**config.mk**
```make
export PLATFORM = sky130hd
export DESIGN_NAME = sort_stream_ctrl
export DESIGN_NICKNAME = d
export VERILOG_FILES = /design/src/rtl/sort_stream_ctrl.sv
export SDC_FILE = /design/constraint.sdc
export NUM_CORES = 1
export LEC_CHECK = 0
export CORE_ASPECT_RATIO = 1.1
export CORE_MARGIN = 8
export CORE_UTILIZATION = 50
export CTS_CLUSTER_SIZE = 28
export DETAILED_ROUTE_END_ITERATION = 8
export PLACE_DENSITY_LB_ADDON = 0.25
export RECOVER_POWER = 50
export SYNTH_ARGS = -nofsm -noshare
export SYNTH_HDL_FRONTEND = slang
export SYNTH_SLANG_ARGS = --single-unit
```
**constraint.sdc**
```tcl
create_clock -name clk -period 2.6 [get_ports clk]
set_input_delay 0.52 -clock clk [delete_from_list [all_inputs] [get_ports clk]]
set_output_delay 0.52 -clock clk [all_outputs]
set_load 0.1 [all_outputs]
```
**src/rtl/sort_stream_ctrl.sv**
```systemverilog
// Collects SIZE serial samples, launches the sorter, then streams sorted (data, index) pairs out.
// Registered outputs; input stalls outside FILL, output holds while out_ready is low, WAIT aborts after TIMEOUT cycles.
module sort_stream_ctrl #(
  parameter int SIZE          = 4,
  parameter int TIMEOUT       = 1024,
  parameter int NETWORK_WIDTH = 8,
  parameter int INDEX_WIDTH   = 2
) (
  input  logic                               clk,
  input  logic                               reset,
  input  logic                               in_valid,
  input  logic [NETWORK_WIDTH-1:0]           in_data,
  output logic                               in_ready,
  output logic                               sort_reset,
  output logic                               sort_ready,
  output logic [SIZE-1:0][NETWORK_WIDTH-1:0] sort_data_in,
  output logic [SIZE-1:0][INDEX_WIDTH-1:0]   sort_index_in,
  input  logic [SIZE-1:0][NETWORK_WIDTH-1:0] sort_data_out,
  input  logic [SIZE-1:0][INDEX_WIDTH-1:0]   sort_index_out,
  input  logic                               sort_done,
  output logic                               out_valid,
  output logic [NETWORK_WIDTH-1:0]           out_data,
  output logic [INDEX_WIDTH-1:0]             out_index,
  output logic                               out_last,
  input  logic                               out_ready,
  output logic                               timeout_err
);

  localparam int KW = $clog2(SIZE);
  localparam int TW = (TIMEOUT > 0) ? $clog2(TIMEOUT + 1) : 1;
  localparam logic [KW-1:0] LAST_SLOT = KW'(SIZE - 1);

  typedef enum logic [2:0] {CLEAR, FILL, LAUNCH, WAIT, DRAIN} state_t;

  state_t                            state, state_nxt;
  logic [KW-1:0]                     slot, slot_nxt;
  logic [TW-1:0]                     tcnt, tcnt_nxt;
  logic [SIZE-1:0][NETWORK_WIDTH-1:0] buf_data, buf_data_nxt;
  logic [SIZE-1:0][INDEX_WIDTH-1:0]   buf_index, buf_index_nxt;
  logic [SIZE-1:0][NETWORK_WIDTH-1:0] data_in_nxt;
  logic [SIZE-1:0][INDEX_WIDTH-1:0]   index_in_nxt;
  logic                              in_ready_nxt, sort_reset_nxt, sort_ready_nxt, timeout_err_nxt;
  logic                              out_valid_nxt, out_last_nxt;
  logic [NETWORK_WIDTH-1:0]          out_data_nxt;
  logic [INDEX_WIDTH-1:0]            out_index_nxt;

  always_comb begin
    state_nxt       = state;
    slot_nxt        = slot;
    tcnt_nxt        = tcnt;
    buf_data_nxt    = buf_data;
    buf_index_nxt   = buf_index;
    data_in_nxt     = sort_data_in;
    index_in_nxt    = sort_index_in;
    in_ready_nxt    = in_ready;
    sort_reset_nxt  = 1'b0;
    sort_ready_nxt  = 1'b0;
    timeout_err_nxt = 1'b0;
    out_valid_nxt   = out_valid;
    out_data_nxt    = out_data;
    out_index_nxt   = out_index;
    out_last_nxt    = out_last;

    case (state)
      CLEAR: begin
        state_nxt    = FILL;
        in_ready_nxt = 1'b1;
        slot_nxt     = '0;
        tcnt_nxt     = '0;
        data_in_nxt  = '0;
        index_in_nxt = '0;
      end
      FILL: begin
        if (in_valid && in_ready) begin
          data_in_nxt[slot]  = in_data;
          index_in_nxt[slot] = INDEX_WIDTH'(slot);
          slot_nxt           = slot + KW'(1);
          if (slot == LAST_SLOT) begin
            in_ready_nxt   = 1'b0;
            sort_ready_nxt = 1'b1;
            state_nxt      = LAUNCH;
          end
        end
      end
      LAUNCH: begin
        state_nxt = WAIT;
        tcnt_nxt  = '0;
      end
      WAIT: begin
        tcnt_nxt = tcnt + TW'(1);
        // done is checked first so a result arriving on the last allowed cycle is kept
        if (sort_done) begin
          buf_data_nxt  = sort_data_out;
          buf_index_nxt = sort_index_out;
          out_valid_nxt = 1'b1;
          out_data_nxt  = sort_data_out[0];
          out_index_nxt = sort_index_out[0];
          out_last_nxt  = 1'b0;
          slot_nxt      = '0;
          state_nxt     = DRAIN;
        end else if ((TIMEOUT != 0) && (tcnt == TW'(TIMEOUT - 1))) begin
          timeout_err_nxt = 1'b1;
          sort_reset_nxt  = 1'b1;
          state_nxt       = CLEAR;
        end
      end
      DRAIN: begin
        if (out_ready) begin
          if (slot == LAST_SLOT) begin
            out_valid_nxt  = 1'b0;
            out_last_nxt   = 1'b0;
            sort_reset_nxt = 1'b1;
            state_nxt      = CLEAR;
          end else begin
            slot_nxt      = slot + KW'(1);
            out_data_nxt  = buf_data[slot_nxt];
            out_index_nxt = buf_index[slot_nxt];
            out_last_nxt  = (slot_nxt == LAST_SLOT);
          end
        end
      end
      default: begin
        state_nxt      = CLEAR;
        sort_reset_nxt = 1'b1;
        in_ready_nxt   = 1'b0;
        out_valid_nxt  = 1'b0;
      end
    endcase
  end

  always_ff @(posedge clk) begin
    if (reset) begin
      state         <= CLEAR;
      slot          <= '0;
      tcnt          <= '0;
      buf_data      <= '0;
      buf_index     <= '0;
      sort_data_in  <= '0;
      sort_index_in <= '0;
      in_ready      <= 1'b0;
      sort_reset    <= 1'b1;
      sort_ready    <= 1'b0;
      timeout_err   <= 1'b0;
      out_valid     <= 1'b0;
      out_data      <= '0;
      out_index     <= '0;
      out_last      <= 1'b0;
    end else begin
      state         <= state_nxt;
      slot          <= slot_nxt;
      tcnt          <= tcnt_nxt;
      buf_data      <= buf_data_nxt;
      buf_index     <= buf_index_nxt;
      sort_data_in  <= data_in_nxt;
      sort_index_in <= index_in_nxt;
      in_ready      <= in_ready_nxt;
      sort_reset    <= sort_reset_nxt;
      sort_ready    <= sort_ready_nxt;
      timeout_err   <= timeout_err_nxt;
      out_valid     <= out_valid_nxt;
      out_data      <= out_data_nxt;
      out_index     <= out_index_nxt;
      out_last      <= out_last_nxt;
    end
  end

endmodule

```
==> results.toml <==
[status]
outcome = "complete, no violations"

[finish]
syn2layout_area_growth_pct = 22.2
postLayoutCoreUtil_pct = 61.5
fin_nets = 682
fin_area_um2 = 5670
stdcell_count = 743
antennaDiodeCount = 0
drive_gt1_share_pct = 7.99
fillers = 852

[synth]
synth_top_area_share_pct = 47.9
post-synth-top-count-cell = "nand2_1"
avgSynthCellArea_um2 = 8.85
synth_edf_count = 0
ys.flop_type = "dfxtp_1"
synth.distinct_cells = 49
synth_nets = 585
yosysWarnings = 0
ys_ff_latch = 111
synthTopCellsByArea = "dfxtp_1, nand2_1, a22oi_1"
synth-async-reset-ratio_pct = 0
synth_top_area_cell = "dfxtp_1"
yosysSeqAreaShare_pct = 47.9
syn-instance-count = 524
synth.top_cells.by_count = "nand2_1, dfxtp_1, nor2_1"
syn_area_um2 = 4640

[critical_path]
worst-path-buf-inv = 0
startpoint_type = "flip-flop"
crit_chain = "nand3_1 -> nor4_4 -> a22oi_1 -> nor2_1"
worstPathRequired_ps = 2920
r2r_slack_ps = 390
reg2reg_to = "sort_data_in[27]$_SDFFE_PP0P_"
end_kind = "flip-flop"
r2r-start = "state[0]$_SDFFE_PP0P_"
cp_max_fo = 15
path_class = "flip-flop to flip-flop"
cp_top_family = "simple AND/OR/NAND/NOR gates"
cp.arrival_ps = 2530
reg2regPathDepth = 4
cp_slowest_cell = "dfxtp_1"
max_stage_delay_ps = 730

[sta]
relSlewSlack_pct = 17.4
hold_viol_final = 0
setup_viol = 0
setup_slack_ps = 388
post-route-min-period_ps = 2210
fin_tns_setup_ps = 0
fmax_mhz = 452
finClkSkew_ps = 16.1
fin_crit_sh_pct = 85.1
maxSlewViolCount = 0
rsz0062_at_grt = "no"
tightest_slew_ps = 1240

[detailed_routing]
ant_nets = 0
routed_wl_um = 11800
dr.pass1.iters = 5
dr_total_vias = 4078
drtIter0Drc = 201
drcViolationCount = 0
wire_per_inst_um = 15.8
avgViaCountPerCell = 5.49

[global_routing]
antenna_found_initial = 0
grt_max_degree = 44
grtUsageTotal_pct = 18.8
grt_first_pass_wirelength_um = 19100
grt_pass1_vias = 3961
gr-total-overflow = 0

[floorplan]
io_pins = 109
core_um2 = 9210
die_w_um = 108
rows = 37
initial_core_util_pct = 50.3
die_y_um = 117
die-area_um2 = 12600

[min_path]
hold_path_end = "buf_data[17]$_SDFFE_PP0P_"
hold_depth = 2
worstHoldStart = "buf_data[17]$_SDFFE_PP0P_"
min_path_type = "flip-flop to flip-flop"

[placed_design]
numPortBuffers = 108
post_dp_cell_area_um2 = 5670
dp_worst_setup_slack_ps = 255
place.gp.congestion = 0.795
post-place-cells = 727
place.detailed.hpwl_um = 8350

[clocking]
cts_sinks = 111
clock-root-buffer = "clkbuf_8"
htreeDepth = 3
path_clk_slew_ps = 120
cts_resized = 0
tritoncts = "done"
cts-buffers-inserted = 9
clock_latency_ps = 370
cts_hold_buf = 0
post_cts_buffers = 0
clk_path_buf_depth = 2

[power_and_ir_drop]
p_leak_nw = 1.94
power_density_nw_per_um2 = 559
vdd_ir_drop_max_mv = 0.293

[run]
max-cap-violations = 0
## logic make-up (layout without fill, tap and decap cells)
| kind of cell | after synthesis | count (layout) | synth area share, % |
|---|---|---|---|
| AOI/OAI and AO/OA | 127 | 127 | 17.8 |
| xor gates and xnor gates | 3 | 3 | 0.567 |
| adders and majority gates | 8 | 8 | 2.16 |
| buffers and inverters | 41 | 143 | 3.83 |
| DFF | 111 | 111 | 47.9 |
| muxes | 12 | 12 | 5.29 |
| and+or+nand+nor | 222 | 222 | 22.5 |
## final cells by class
class	count	area, um2	share of cell area, %
repair buffers	120	817	14.4
multi-input cells	372	2220	39.2
inverters	7	26.3	0.463
flip-flops and latches	111	2220	39.2
clock inverters	7	114	2.01
clock buffers	9	124	2.18
well taps	117	146	2.58
## cell usage in the layout (no fill, tap or decap), types with 3 or more instances in the layout
| cell | netlist | final |
|---|---|---|
| nand4_1 | 5 | 5 |
| mux4_2 | 10 | 10 |
| and3_1 | 5 | 5 |
| ha_1 | 8 | 8 |
| a21oi_1 | 52 | 52 |
| or2_2 | 3 | 3 |
| dfxtp_1 | 111 | 111 |
| o21ai_0 | 7 | 7 |
| nor4b_4 | 3 | 3 |
| clkbuf_1 | 23 | 55 |
| inv_1 | 6 | 6 |
| nor3_1 | 3 | 3 |
| o21ai_1 | 4 | 4 |
| clkdlybuf4s50_1 | 0 | 51 |
| a21o_1 | 3 | 3 |
| a311oi_1 | 10 | 10 |
| a22oi_1 | 39 | 39 |
| nand3_1 | 6 | 7 |
| nand2_1 | 112 | 112 |
| buf_4 | 4 | 12 |
| clkbuf_8 | 0 | 9 |
| nor2_1 | 65 | 65 |
## power by group
group          switching, mW  internal (mW)  total (mW)  leakage [nW]
combinational          0.146          0.110       0.256         0.930
sequential            0.0130           1.71        1.72         0.895
clock                  0.626          0.567        1.19         0.119
total                  0.785           2.38        3.17          1.94
## per-layer routing
layer  global-route usage [%]  vias up  share of wire, %  routed length (um)
met2                     30.2      118                47                5580
met4                     6.85        0               1.4                 161
li1                         -     2035                 -                   -
met5                        0        -                 0                   0
met3                     5.26       14               7.1                 832
met1                     23.5     1911                44                5190
## worst max path at each step
stage	endpoint	start	depth (start not counted)
floorplan	out_data[0]$_SDFFE_PP0P_	slot[0]$_SDFFE_PP0P_	8
global placement	sort_data_in[6]$_SDFFE_PP0P_	in_valid	5
detailed placement	sort_data_in[23]$_SDFFE_PP0P_	in_valid	5
CTS	sort_data_in[23]$_SDFFE_PP0P_	slot[0]$_SDFFE_PP0P_	6
global route	sort_data_in[28]$_SDFFE_PP0P_	state[0]$_SDFFE_PP0P_	4
finish	sort_data_in[27]$_SDFFE_PP0P_	state[0]$_SDFFE_PP0P_	4
## flip-flops by register name, indices dropped and copies added, names as in the netlist, 3 cells and up
| register | cells |
|---|---|
| sort_index_in | 7 |
| out_data | 8 |
| buf_data | 32 |
| tcnt | 11 |
| state | 3 |
| buf_index | 8 |
| sort_data_in | 32 |
## metrics by stage
step,total power [mW],hold slack [ps]
floorplan,1.89,433
global placement,2.02,439
detailed placement,2.02,446
CTS,3.19,460
global route,3.29,473
finish,3.17,461
## worst reg2reg max path: cells and delay by family (launching register included)
| kind | cells | cell delay, ps |
|---|---|---|
| AND/OR/NAND/NOR | 3 | 1290 |
| flip-flops | 1 | 730 |
| AO/OA/AOI/OAI | 1 | 150 |
(Power assumes the default switching activity.)
